===== config.mk =====
export PLATFORM = sky130hd
export DESIGN_NAME = instr_program_writer_flat
export DESIGN_NICKNAME = d
export VERILOG_FILES = /design/src/rtl/proc_isa_pkg.sv /design/src/rtl/instr_program_writer_if.sv /design/src/rtl/instr_program_writer_fifo.sv /design/src/rtl/instr_program_writer.sv /design/src/flat_wrapper.sv
export SDC_FILE = /design/constraint.sdc
export NUM_CORES = 1
export LEC_CHECK = 0
export CAP_MARGIN = 5
export CORE_MARGIN = 5
export CORE_UTILIZATION = 30
export CTS_BUF_LIST = sky130_fd_sc_hd__clkbuf_2 sky130_fd_sc_hd__clkbuf_4 sky130_fd_sc_hd__clkbuf_8
export DETAILED_ROUTE_END_ITERATION = 7
export PLACE_DENSITY = 0.49
export RECOVER_POWER = 25
export SLEW_MARGIN = 20
export SYNTH_ARGS = -nofsm -noshare
export SYNTH_HDL_FRONTEND = slang
export SYNTH_SLANG_ARGS = --single-unit

===== constraint.sdc =====
create_clock -name clk -period 8.2 [get_ports clk]
set_clock_uncertainty 0.2 [all_clocks]
set_input_delay 1.64 -clock clk [delete_from_list [all_inputs] [get_ports clk]]
set_output_delay 1.64 -clock clk [all_outputs]
set_load 0.01 [all_outputs]

===== src/rtl/proc_isa_pkg.sv =====
// Shared ISA definitions for the simple processor: opcodes, IR field positions and loader FSM states.
// The IR decode stage and the host-side program writer both import this package.
package proc_isa_pkg;

  localparam logic [4:0] OP_MOVSGPR = 5'd0;
  localparam logic [4:0] OP_MOV     = 5'd1;
  localparam logic [4:0] OP_ADD     = 5'd2;
  localparam logic [4:0] OP_SUB     = 5'd3;
  localparam logic [4:0] OP_MUL     = 5'd4;

  localparam int OPER_LSB  = 27;
  localparam int RDST_LSB  = 22;
  localparam int RSRC1_LSB = 17;
  localparam int IMM_BIT   = 16;
  localparam int RSRC2_LSB = 11;
  localparam int REG_W     = 5;
  localparam int ISRC_W    = 16;

  typedef enum logic [1:0] {
    ST_IDLE  = 2'd0,
    ST_LOAD  = 2'd1,
    ST_DRAIN = 2'd2,
    ST_DONE  = 2'd3
  } ipw_state_e;

endpackage


===== src/rtl/instr_program_writer_if.sv =====
// Program-writer bus: decoded-instruction stream in, instruction-memory write port out.
// The master side is the host plus the instruction memory; the slave side is the writer.
interface instr_program_writer_if #(parameter int ADDR_W = 4);
  logic              in_valid;
  logic              in_ready;
  logic [4:0]        in_oper;
  logic [4:0]        in_rdst;
  logic [4:0]        in_rsrc1;
  logic              in_imm_mode;
  logic [4:0]        in_rsrc2;
  logic [15:0]       in_isrc;
  logic              in_last;
  logic              mem_we;
  logic              mem_ready;
  logic [ADDR_W-1:0] mem_addr;
  logic [31:0]       mem_wdata;

  modport master (
    output in_valid, in_oper, in_rdst, in_rsrc1, in_imm_mode, in_rsrc2, in_isrc, in_last,
    input  in_ready,
    input  mem_we, mem_addr, mem_wdata,
    output mem_ready
  );

  modport slave (
    input  in_valid, in_oper, in_rdst, in_rsrc1, in_imm_mode, in_rsrc2, in_isrc, in_last,
    output in_ready,
    output mem_we, mem_addr, mem_wdata,
    input  mem_ready
  );
endinterface


===== src/rtl/instr_program_writer_fifo.sv =====
// Small first-word-fall-through FIFO for packed IR words; the head is visible while not empty.
// Read is combinational so a word pushed in one cycle reaches the write port the next.
module ipw_fifo #(
  parameter int WIDTH = 32,
  parameter int DEPTH = 4
) (
  input  logic             clk,
  input  logic             rst_n,
  input  logic             push_i,
  input  logic [WIDTH-1:0] wdata_i,
  input  logic             pop_i,
  output logic [WIDTH-1:0] rdata_o,
  output logic             full_o,
  output logic             empty_o
);
  localparam int PTR_W = $clog2(DEPTH);

  logic [WIDTH-1:0] mem_q [DEPTH];
  logic [PTR_W:0]   wptr_q, wptr_d;
  logic [PTR_W:0]   rptr_q, rptr_d;
  logic             do_push, do_pop;

  // Extra pointer bit distinguishes full from empty when the indices match.
  assign empty_o = (wptr_q == rptr_q);
  assign full_o  = (wptr_q[PTR_W] != rptr_q[PTR_W]) &&
                   (wptr_q[PTR_W-1:0] == rptr_q[PTR_W-1:0]);
  assign do_push = push_i && !full_o;
  assign do_pop  = pop_i && !empty_o;
  assign rdata_o = mem_q[rptr_q[PTR_W-1:0]];

  always_comb begin
    wptr_d = wptr_q;
    rptr_d = rptr_q;
    if (do_push) wptr_d = wptr_q + 1'b1;
    if (do_pop)  rptr_d = rptr_q + 1'b1;
  end

  always_ff @(posedge clk) begin
    if (do_push) mem_q[wptr_q[PTR_W-1:0]] <= wdata_i;
  end

  always_ff @(posedge clk or negedge rst_n) begin
    if (!rst_n) begin
      wptr_q <= '0;
      rptr_q <= '0;
    end else begin
      wptr_q <= wptr_d;
      rptr_q <= rptr_d;
    end
  end
endmodule


===== src/rtl/instr_program_writer.sv =====
// Packs decoded instruction fields into 32-bit IR words and loads them into instruction memory
// at sequential addresses, with a short FIFO absorbing memory backpressure.
module instr_program_writer
  import proc_isa_pkg::*;
#(
  parameter int PROG_DEPTH = 16,
  parameter int ADDR_W     = $clog2(PROG_DEPTH),
  parameter int FIFO_DEPTH = 4
) (
  input  logic                 clk,
  input  logic                 sys_rst,
  input  logic                 start,
  instr_program_writer_if.slave bus,
  output logic                 busy,
  output logic                 done,
  output logic                 err_illegal,
  output logic                 err_full,
  output logic [ADDR_W:0]      prog_len
);
  localparam logic [ADDR_W:0]   DEPTH_CNT = (ADDR_W + 1)'(PROG_DEPTH);
  localparam logic [ADDR_W-1:0] ADDR_MAX  = ADDR_W'(PROG_DEPTH - 1);

  ipw_state_e        state_q, state_d;
  logic [ADDR_W-1:0] addr_q, addr_d;
  logic [ADDR_W:0]   prog_len_q, prog_len_d;
  logic [ADDR_W:0]   wcnt_q, wcnt_d;
  logic              err_illegal_q, err_illegal_d;
  logic              err_full_q, err_full_d;

  logic        fifo_full, fifo_empty;
  logic [31:0] fifo_head;
  logic [31:0] packed_word;
  logic        hs, legal, room, push, pop;

  always_comb begin
    packed_word = '0;
    packed_word[OPER_LSB +: REG_W] = bus.in_oper;
    packed_word[RDST_LSB +: REG_W] = bus.in_rdst;
    if (bus.in_oper != OP_MOVSGPR) begin
      packed_word[RSRC1_LSB +: REG_W] = bus.in_rsrc1;
      packed_word[IMM_BIT]            = bus.in_imm_mode;
      if (bus.in_imm_mode)
        packed_word[0 +: ISRC_W] = bus.in_isrc;
      else if (bus.in_oper != OP_MOV)
        packed_word[RSRC2_LSB +: REG_W] = bus.in_rsrc2;
    end
  end

  // wcnt counts words committed to the FIFO, so overflow is caught before the words drain.
  assign hs    = bus.in_valid && bus.in_ready;
  assign legal = (bus.in_oper <= OP_MUL);
  assign room  = (wcnt_q != DEPTH_CNT);
  assign push  = hs && legal && room;
  assign pop   = bus.mem_we && bus.mem_ready;

  ipw_fifo #(.WIDTH(32), .DEPTH(FIFO_DEPTH)) u_fifo (
    .clk     (clk),
    .rst_n   (sys_rst),
    .push_i  (push),
    .wdata_i (packed_word),
    .pop_i   (pop),
    .rdata_o (fifo_head),
    .full_o  (fifo_full),
    .empty_o (fifo_empty)
  );

  always_comb begin
    state_d       = state_q;
    addr_d        = addr_q;
    prog_len_d    = prog_len_q;
    wcnt_d        = wcnt_q;
    err_illegal_d = err_illegal_q;
    err_full_d    = err_full_q;
    case (state_q)
      ST_IDLE, ST_DONE: begin
        if (start) begin
          state_d       = ST_LOAD;
          addr_d        = '0;
          prog_len_d    = '0;
          wcnt_d        = '0;
          err_illegal_d = 1'b0;
          err_full_d    = 1'b0;
        end
      end
      ST_LOAD:  if (hs && bus.in_last) state_d = ST_DRAIN;
      ST_DRAIN: if (fifo_empty) state_d = ST_DONE;
      default:  state_d = ST_IDLE;
    endcase
    if (pop) begin
      prog_len_d = prog_len_q + 1'b1;
      if (addr_q != ADDR_MAX) addr_d = addr_q + 1'b1;
    end
    if (push) wcnt_d = wcnt_q + 1'b1;
    if (hs && !legal) err_illegal_d = 1'b1;
    if (hs && legal && !room) err_full_d = 1'b1;
  end

  always_ff @(posedge clk or negedge sys_rst) begin
    if (!sys_rst) begin
      state_q       <= ST_IDLE;
      addr_q        <= '0;
      prog_len_q    <= '0;
      wcnt_q        <= '0;
      err_illegal_q <= 1'b0;
      err_full_q    <= 1'b0;
    end else begin
      state_q       <= state_d;
      addr_q        <= addr_d;
      prog_len_q    <= prog_len_d;
      wcnt_q        <= wcnt_d;
      err_illegal_q <= err_illegal_d;
      err_full_q    <= err_full_d;
    end
  end

  // Data is gated so the write port reads all-zero whenever no write is requested.
  assign bus.in_ready  = (state_q == ST_LOAD) && !fifo_full;
  assign bus.mem_we    = !fifo_empty;
  assign bus.mem_addr  = addr_q;
  assign bus.mem_wdata = fifo_empty ? 32'd0 : fifo_head;

  assign busy        = (state_q == ST_LOAD) || (state_q == ST_DRAIN);
  assign done        = (state_q == ST_DONE);
  assign err_illegal = err_illegal_q;
  assign err_full    = err_full_q;
  assign prog_len    = prog_len_q;
endmodule

===== src/flat_wrapper.sv =====
// flat-port wrapper written by rule: the top's interface ports become plain ports
module instr_program_writer_flat import proc_isa_pkg::*;
#(
  parameter int PROG_DEPTH = 16,
  parameter int ADDR_W     = $clog2(PROG_DEPTH),
  parameter int FIFO_DEPTH = 4
)
  (clk, sys_rst, start, busy, done, err_illegal, err_full, prog_len, bus_in_valid, bus_in_oper, bus_in_rdst, bus_in_rsrc1, bus_in_imm_mode, bus_in_rsrc2, bus_in_isrc, bus_in_last, bus_in_ready, bus_mem_we, bus_mem_addr, bus_mem_wdata, bus_mem_ready);
  instr_program_writer_if #(.ADDR_W(ADDR_W)) bus_i ();
  input  logic clk;
  input  logic sys_rst;
  input  logic start;
  output logic busy;
  output logic done;
  output logic err_illegal;
  output logic err_full;
  output logic [ADDR_W:0] prog_len;
  input wire logic [$bits(bus_i.in_valid)-1:0] bus_in_valid;
  input wire logic [$bits(bus_i.in_oper)-1:0] bus_in_oper;
  input wire logic [$bits(bus_i.in_rdst)-1:0] bus_in_rdst;
  input wire logic [$bits(bus_i.in_rsrc1)-1:0] bus_in_rsrc1;
  input wire logic [$bits(bus_i.in_imm_mode)-1:0] bus_in_imm_mode;
  input wire logic [$bits(bus_i.in_rsrc2)-1:0] bus_in_rsrc2;
  input wire logic [$bits(bus_i.in_isrc)-1:0] bus_in_isrc;
  input wire logic [$bits(bus_i.in_last)-1:0] bus_in_last;
  output wire logic [$bits(bus_i.in_ready)-1:0] bus_in_ready;
  output wire logic [$bits(bus_i.mem_we)-1:0] bus_mem_we;
  output wire logic [$bits(bus_i.mem_addr)-1:0] bus_mem_addr;
  output wire logic [$bits(bus_i.mem_wdata)-1:0] bus_mem_wdata;
  input wire logic [$bits(bus_i.mem_ready)-1:0] bus_mem_ready;
  assign bus_i.in_valid = bus_in_valid;
  assign bus_i.in_oper = bus_in_oper;
  assign bus_i.in_rdst = bus_in_rdst;
  assign bus_i.in_rsrc1 = bus_in_rsrc1;
  assign bus_i.in_imm_mode = bus_in_imm_mode;
  assign bus_i.in_rsrc2 = bus_in_rsrc2;
  assign bus_i.in_isrc = bus_in_isrc;
  assign bus_i.in_last = bus_in_last;
  assign bus_in_ready = bus_i.in_ready;
  assign bus_mem_we = bus_i.mem_we;
  assign bus_mem_addr = bus_i.mem_addr;
  assign bus_mem_wdata = bus_i.mem_wdata;
  assign bus_i.mem_ready = bus_mem_ready;
  instr_program_writer #(.PROG_DEPTH(PROG_DEPTH), .ADDR_W(ADDR_W), .FIFO_DEPTH(FIFO_DEPTH)) u_core (.clk(clk), .sys_rst(sys_rst), .start(start), .bus(bus_i), .busy(busy), .done(done), .err_illegal(err_illegal), .err_full(err_full), .prog_len(prog_len));
endmodule

* Word-level counts from Yosys, hierarchy flattened *
Memories as Yosys holds them, arrays and structs flattened.
Index checks and enable logic that the tools add are counted.
W data, S select, Z words.

word-level totals
  register bits after elaboration = 24
  bits in writable memories = 128
  input port bits = 43
  output and inout bits = 47
  memories kept = 1

operators by class
  add/sub/neg operators = 5
  $lt $le $gt $ge = 1
  equal/unequal tests = 12
  mux-type cells = 23
  reductions and logical operators = 32

memories
  memory               words  width  read ports  clocked after memory_dff  wr ports  RTL line                         RTL
  u_core.u_fifo.mem_q  4      32     1           0                         1         instr_program_writer_fifo.sv:18  logic [WIDTH-1:0] mem_q [DEPTH];

operators with widths
  cell                   number
  $mux W32               1
  $mux W5                6
  $mux W22               1
  $mux W4                4
  $reduce_bool A2 Y1     8
  $logic_and A1 B1 Y1    11
  $mux W11               1
  $add A5 B1 Y5 const B  2
  $reduce_and A2 Y1      4
  $add A3 B1 Y3 const B  2
  $mux W1                6
  $mux W2                3
  $pmux W2 S3            1
  $le A5 B3 Y1 const B   1
  $ne A5 B1 Y1 const B   1
  $ne A5 B5 Y1 const B   1
  $reduce_bool A5 Y1     1
  $add A4 B1 Y4 const B  1
  $eq A2 B2 Y1 const B   2
  $logic_not A1 Y1       4
  $ne A2 B1 Y1 const B   2
  $ne A4 B4 Y1 const B   1
  $eq A3 B3 Y1           1
  $reduce_and A3 Y1      1
  7 further kinds        7

* Depth between registers and ports, before layout *
Gate-level depths: netlist (run 1).

  depth after elaboration = 10
  depth in mapped cells = 7
  mapped depth without buffers = 6

* Cells and area by module *
Synthesis (run 1) repeated with hierarchy kept, for this count alone.

second synthesis, totals
  cell total of the unflattened synthesis = 382
  area, all modules = 6472.5 um2

modules (own cells, without submodules)
  module                times used  cells an instance  area each (um2)  seq. area each (um2)
  ipw_fifo              1           216                5077.4           3993.8
  instr_program_writer  1           166                1395.1           450.4

* Least setup slack after synthesis (run 1) *
OpenSTA, ideal clock, no wires.

  path type = input port to flip-flop
  from = in bus_in_oper[1]
  to = mem u_core.u_fifo.mem_q[3][0] (enable)
  library setup time = 0.394 ns
  data arrival time = 3.075 ns
  slack = 4.531 ns
  stages = 4
  cells stage by stage = o21ai_0 and3b_1 buf_2 and3_1

on the way
  cells in the longest elaborated chain, start to end = 6

ends and longest elaborated chain
  element                           RTL line                         RTL
  start, declared                   flat_wrapper.sv:19               input wire logic [$bits(bus_i.in_oper)-1:0] bus_in_oper;
  $le A5 B3 Y1                      instr_program_writer.sv:51       assign legal = (bus.in_oper <= OP_MUL);
  $logic_and A1 B1 Y1 (2 in a row)  instr_program_writer.sv:53       assign push = hs && legal && room;
  $logic_and A1 B1 Y1               instr_program_writer_fifo.sv:27  assign do_push = push_i && !full_o;
  $mux W1                           instr_program_writer_fifo.sv:39  if (do_push) mem_q[wptr_q[PTR_W-1:0]] <= wdata_i;
  $mux W1 (implied by the code)     instr_program_writer_fifo.sv:39
  end, declared                     instr_program_writer_fifo.sv:18

Every way passes these cells.

* Final worst setup path (run 1) *
  from = reg u_core.u_fifo.rptr_q[1]
  to = out bus_mem_wdata[15]

on the way
  cells in the longest elaborated chain, start to end = 2

ends and longest elaborated chain
  element                                         RTL line                         RTL
  start, declared                                 instr_program_writer_fifo.sv:20  logic [PTR_W:0] rptr_q, rptr_d;
  start signal, assigned                          instr_program_writer_fifo.sv:48  rptr_q <= rptr_d;
  $mem_v2 Z4 W32 or $eq A3 B3 Y1 (tied branches)  n/a
  $mux W32 *                                      instr_program_writer.sv:120      assign bus.mem_wdata = fifo_empty ? 32'd0 : fifo_head;
  end, declared                                   flat_wrapper.sv:29               output wire logic [$bits(bus_i.mem_wdata)-1:0] bus_mem_wdata;

Mark *: on every way between the ends. The rest lies on a longest branch, timed or not.

==> qor.yml, run 1 <==
route:
  vias_per_cell: 4.63
  vias: 3495
  wl_per_cell_microns: 18.7
  routed_wl_microns: 14100
  drt_pass1_iterations: 4
  route.detailed.drc: 0
  antenna_left: 0
  drtIter0Drc: 99
worst_hold_path:
  hold_depth: 2
  min-delay-start: "u_core.err_full$_DFFE_PN0P_"
  hold_path.class: "flip-flop to flip-flop"
placement:
  placed_cell_area_sq_mm: 0.00769
  dp_cells: 723
  portBuffers: 89
  dp_hpwl_microns: 8920
  routabilityCongestion: 0.736
  pre_cts_ws_ns: 3.23
clock_network:
  htree_levels: 4
  cts_buffer_depth: 2
  post_cts_buffers: 0
  cts-buffers-inserted: 17
  cts_resized: 0
  clk_pin_slew_worst_paths_ns: 0.08
  clk_latency_ns: 0.44
  clock-sinks: 152
  cts_hold_buf: 0
  cts_tree: "built"
  cts-root-buf: "clkbuf_8"
synthesis:
  synth-edff-count: 128
  ys_seq_area_share_pct: 68.3
  syn_inst: 372
  synth_ff_type: "edfxtp_1"
  synth_area_sq_mm: 0.00651
  ys_warn_count: 0
  avgSynthCellArea_sq_um: 17.5
  synth-seq-cells: 152
  synth.net_count: 427
  async_reset_ff_share_pct: 15.8
  synth.distinct_cells: 50
sta:
  fin_ws_ns: 2.30
  worst_hold_slack_ns: 0.338
  finalCriticalPeriod_ns: 5.90
  rsz0062_at_grt: "false"
  relSlewSlack_pct: -20.4
  fin_tns_setup_ns: 0
  tightest_slew_ns: 1.81
  final_hold_viol_count: 0
  finalSetupViolations: 0
  period_share_pct: 71.9
  slew_violations: 37
  max_clock_freq_mhz: 170
floorplan:
  core_area_sq_mm: 0.0212
  start_util_pct: 30.7
  placementRows: 53
  io-pin-count: 90
  die_height_microns: 157
  die_x_microns: 157
  die_area_sq_mm: 0.0247
global_route:
  antenna_found_initial: 0
  grt_max_degree: 37
  grt_pass1_vias: 3887
  grt_pass1_wl_microns: 22100
  grt-ovfl-total: 0
  grt_usage_pct: 11.9
pwr:
  vdd_drop_max_mv: 0.202
  powerDensity_mw_per_mm2: 334
  p_leak_nw: 2.87
run:
  drv_cap: 1
setup_path:
  cp_slowest_cell: "dfrtp_1"
  startpoint_type: "flip-flop"
  critPathArrivalTime_ns: 4.06
  crit-reg2reg-launch: "u_core.u_fifo.rptr_q[1]$_DFFE_PN0P_"
  worst_setup_path_end_kind: "output pin"
  critical_path.startpoint: "u_core.u_fifo.rptr_q[1]$_DFFE_PN0P_"
  crit_type: "flip-flop to output pin"
  crit_fanout: 36
  max_stage_delay_ns: 1.56
  r2r_cells: 4
  required_ns: 6.36
  path_cells: "xnor2_2 > nand3_1 > buf_4 > and2_1 > clkdlybuf4s50_1"
finish:
  antennaDiodeCount: 0
  final_area_sq_mm: 0.00811
  instances_no_fill: 755
  nNetsFinal: 522
  layout-drive-gt1-share_pct: 16.0
  area_delta_synth_final_pct: 24.6
run_status:
  violations: "capacitance limit, slew limit"
  status: "finished with violations"
[through the flow]
| stage | total power [mW] | utilization [%] |
|---|---|---|
| final | 2.71 | 38.2 |
| after CTS | 2.77 | 38.4 |
| after detailed placement | 2.12 | 36.3 |
| after floorplan | 1.62 | - |
| after global placement | 2.11 | 36.3 |
| after global routing | 2.87 | 38.2 |
[routing by layer]
layer | vias up | global-route usage (%) | routed length (microns) | part of all wire, %
met5 | - | 0 | 0 | 0
met4 | 0 | 3.69 | 162 | 1.1
met3 | 12 | 3.13 | 564 | 4.0
met2 | 59 | 20.9 | 7480 | 53
met1 | 1787 | 14.3 | 5890 | 42
li1 | 1637 | - | - | -
[cells in the final DEF (no fill, tap or decap), types with 4 or more instances in the layout]
| master | instances |
|---|---|
| edfxtp_1 | 128 |
| clkdlybuf4s50_1 | 74 |
| and2_1 | 39 |
| mux4_2 | 32 |
| dfrtp_1 | 23 |
| clkbuf_8 | 18 |
| nand2_1 | 15 |
| dlygate4sd3_1 | 14 |
| inv_1 | 12 |
| nand3_1 | 12 |
| ha_1 | 12 |
| and3_1 | 11 |
| a22o_1 | 9 |
| xnor2_1 | 7 |
| bufinv_16 | 5 |
| a21oi_1 | 4 |
| o21ai_0 | 4 |
| and3_2 | 4 |
[cell type report]
class,instances,area (sq um)
flip-flops and latches,152,4450
well taps,275,344
clock buffers,20,263
multi-input cells,193,1910
repair buffers,91,900
inverters,12,45.0
clock inverters,12,198
fillers,2003,13100
[worst max-delay path: cells and delay by family (launching register included)]
kind                   cells  cell delay [ns]
flip-flops                 1             1.56
buffers and inverters      2             0.87
AND/OR/NAND/NOR            2             0.83
XOR/XNOR                   1             0.33
[cells in the mapped netlist, drive strengths merged (2+ instances only)]
cell type / number / area, sq um
o31a: 3 / 35.0
dfrtp: 24 / 601
buf: 7 / 38.8
a22o: 9 / 78.8
xnor2: 9 / 93.8
inv: 12 / 45.0
o21ai: 4 / 20.0
a31o: 2 / 26.3
nand3: 12 / 60.1
and2: 39 / 244
nor3: 3 / 26.3
ha: 12 / 150
xor2: 4 / 53.8
a21oi: 4 / 23.8
a21o: 2 / 15.0
a211oi: 2 / 15.0
mux2i: 3 / 30.0
and3: 15 / 93.8
nand2: 15 / 58.8
edfxtp: 128 / 3840
clkbuf: 8 / 30.0
nor2: 3 / 13.8
nor2b: 2 / 12.5
mux4: 32 / 721
o211ai: 2 / 15.0
nor3b: 2 / 15.0
[flip-flops by register name, summed over array words and instances (netlist names)]
name,count
u_core.u_fifo.mem_q,128
u_core.prog_len,5
u_core.wcnt_q,5
u_core.bus.mem_addr,4
u_core.u_fifo.rptr_q,3
u_core.u_fifo.wptr_q,3
u_core.state_q,2
u_core.err_full,1
u_core.err_illegal,1
[kinds of logic (layout without fill, tap and decap cells)]
kind of cell	count (synthesis)	in the layout	share of synthesized area, %
and+or+nand+nor	96	96	8.67
muxes	36	36	11.7
xor gates and xnor gates	13	13	2.27
AOI/OAI and AO/OA	36	36	5.02
DFF	152	152	68.3
buffers and inverters	27	135	1.75
adders and majority gates	12	12	2.31
[worst paths after layout]
check | endpoint | slack [ns]
setup / recovery | bus_mem_wdata[15] | 2.30
hold / removal | u_core.err_full$_DFFE_PN0P_ | 0.34
setup reg to reg | u_core.prog_len[2]$_DFFE_PN0P_ | 4.41
hold reg to reg | u_core.err_full$_DFFE_PN0P_ | 0.34
max in group asynchronous | u_core.u_fifo.rptr_q[0]$_DFFE_PN0P_ | 5.62
min in group asynchronous | u_core.state_q[1]$_DFFE_PN0P_ | 1.29
[report_power, final]
part	switching, mW	internal [mW]	total, mW
Clock	0.268	0.377	0.645
Combinational	0.476	0.596	1.07
Sequential	0.0977	0.893	0.991
Total	0.842	1.87	2.71
(Power assumes the default switching activity.)
==> inputs of run 2 (changes only) <==
==> constraint.sdc (replaced) <==
create_clock -name clk -period 5.68 [get_ports clk]
set_clock_uncertainty 0.2 [all_clocks]
set_input_delay 1.136 -clock clk [delete_from_list [all_inputs] [get_ports clk]]
set_output_delay 1.136 -clock clk [all_outputs]
set_load 0.01 [all_outputs]
==> run 2 against run 1 <==
Compared with the run above:
- the flow now finishes without violations
- combinational power rose by 48%
- hold slack got worse by 0.024 ns
- global-route usage shrank 0.20 points
- clock power grew 17%
- critical path depth did not move
- design area fell by 1.2%
- clock-buffer cell count decreased by 2
- worst setup slack got worse by 0.79 ns
- routed wire length is 0.53% lower
- cell count decreased by 0.13%
- via count decreased by 0.26%
- critical path type unchanged
- largest cell class unchanged
==> qor.yml, run 2 (same netlist as run 1, synthesis figures left out) <==
clock_network:
  post_cts_buffers: 0
  cts_hold_buf: 0
  clk_latency_ns: 0.44
  cts_tree: "built"
  cts-root-buf: "clkbuf_8"
  clock-sinks: 152
  cts_resized: 0
  htree_levels: 4
  clk_pin_slew_worst_paths_ns: 0.07
  cts_buffer_depth: 2
  cts-buffers-inserted: 17
sta:
  fin_tns_setup_ns: 0
  relSlewSlack_pct: 6.31
  slew_violations: 0
  finalCriticalPeriod_ns: 4.16
  final_hold_viol_count: 0
  max_clock_freq_mhz: 240
  rsz0062_at_grt: "false"
  finalSetupViolations: 0
  tightest_slew_ns: 1.41
  period_share_pct: 73.3
  worst_hold_slack_ns: 0.314
placement:
  dp_hpwl_microns: 9090
  routabilityCongestion: 0.735
  placed_cell_area_sq_mm: 0.00770
  portBuffers: 89
setup_path:
  crit_type: "flip-flop to output pin"
  required_ns: 4.34
  crit-reg2reg-launch: "u_core.u_fifo.rptr_q[0]$_DFFE_PN0P_"
  critical_path.startpoint: "u_core.u_fifo.wptr_q[1]$_DFFE_PN0P_"
  worst_setup_path_end_kind: "output pin"
  r2r_slack_ns: 2.71
  crit_fanout: 17
  startpoint_type: "flip-flop"
  critPathArrivalTime_ns: 2.83
floorplan:
  core_area_sq_mm: 0.0212
  io-pin-count: 90
  die_height_microns: 157
  die_x_microns: 157
  start_util_pct: 30.7
  die_area_sq_mm: 0.0247
  placementRows: 53
route:
  antenna_left: 0
  route.detailed.drc: 0
  drtIter0Drc: 143
  wl_per_cell_microns: 18.6
  vias: 3486
  vias_per_cell: 4.62
  drt_pass1_iterations: 4
  routed_wl_microns: 14000
pwr:
  power.share.sequential_pct: 37.1
  powerDensity_mw_per_mm2: 463
  vdd_drop_max_mv: 0.239
  p_int_mw: 2.53
  swShare_pct: 31.9
  switchingPower_mw: 1.18
  comb_power_share_pct: 42.5
  power_frac_clock_pct: 20.3
  p_leak_nw: 2.82
run:
  drv_cap: 0
finish:
  layout_commonest_cell: "edfxtp_1"
  multi_input_area_sq_mm: 0.00191
  nNetsFinal: 523
  layout-drive-gt1-share_pct: 15.4
  area_delta_synth_final_pct: 23.0
  regArea_sq_mm: 0.00445
  mostFrequentLayoutCells: "edfxtp_1, clkdlybuf4s50_1, and2_1"
  antennaDiodeCount: 0
  largest_reg_flops: 128
  final_area_sq_mm: 0.00801
  nFillCells: 2012
global_route:
  grt_usage_pct: 11.7
  grt_pass1_vias: 3774
  antenna_found_initial: 0
  grt_max_degree: 36
  grt-ovfl-total: 0
  grt_pass1_wl_microns: 21500
worst_hold_path:
  min-delay-start: "u_core.err_full$_DFFE_PN0P_"
  hold_path.class: "flip-flop to flip-flop"
run_status:
  status: "finished clean"
run 2: final cells by class:
cell class / instances / area share, %
Inverter: 12 / 0.562
Clock inverter: 12 / 1.39
Timing Repair Buffer: 92 / 11.3
Tap cell: 275 / 4.30
Sequential cell: 152 / 55.5
Multi-Input combinational cell: 193 / 23.9
Clock buffer: 18 / 3.02
run 2: metal layers:
layer	up-vias	wire [microns]	GRT usage, %
li1	1634	-	-
met1	1777	5770	14.0
met2	60	7420	20.2
met3	15	647	3.60
met4	0	175	3.69
met5	-	0	0
run 2: metrics by stage:
step                setup WS, ns  power (mW)  instances  util, %
floorplan                   2.52        2.33        372        -
global placement            1.85        3.04        724     36.3
detailed placement          1.78        3.06        724     36.3
CTS                         1.40        3.83        754     37.9
global route                1.21        3.94        754     37.7
finish                      1.52        3.71        754     37.7
run 2: worst max-delay path, stage by stage (launching register included):
cell,delay [ns]
dfrtp_1,0.47
xnor2_2,0.30
nand3_1,0.56
buf_4,0.42
and2_1,0.16
clkdlybuf4s50_1,0.48
run 2: power by group through the flow:
stage                     logic (mW)  registers, mW  clock network, mW
after global routing            1.72           1.39              0.830
after floorplan                0.936           1.40                  0
after CTS                       1.66           1.38              0.784
final                           1.58           1.38              0.755
after detailed placement        1.66           1.40                  0
after global placement          1.65           1.40                  0
run 2: worst paths after layout:
check | depth (start not counted) | endpoint
max reg2reg | 5 | u_core.prog_len[2]$_DFFE_PN0P_
min in group asynchronous | 1 | u_core.bus.mem_addr[0]$_DFF_PN0_
min | 2 | u_core.err_full$_DFFE_PN0P_
max | 5 | bus_mem_wdata[0]
min reg2reg | 2 | u_core.err_full$_DFFE_PN0P_
max in group asynchronous | 1 | u_core.u_fifo.rptr_q[0]$_DFFE_PN0P_
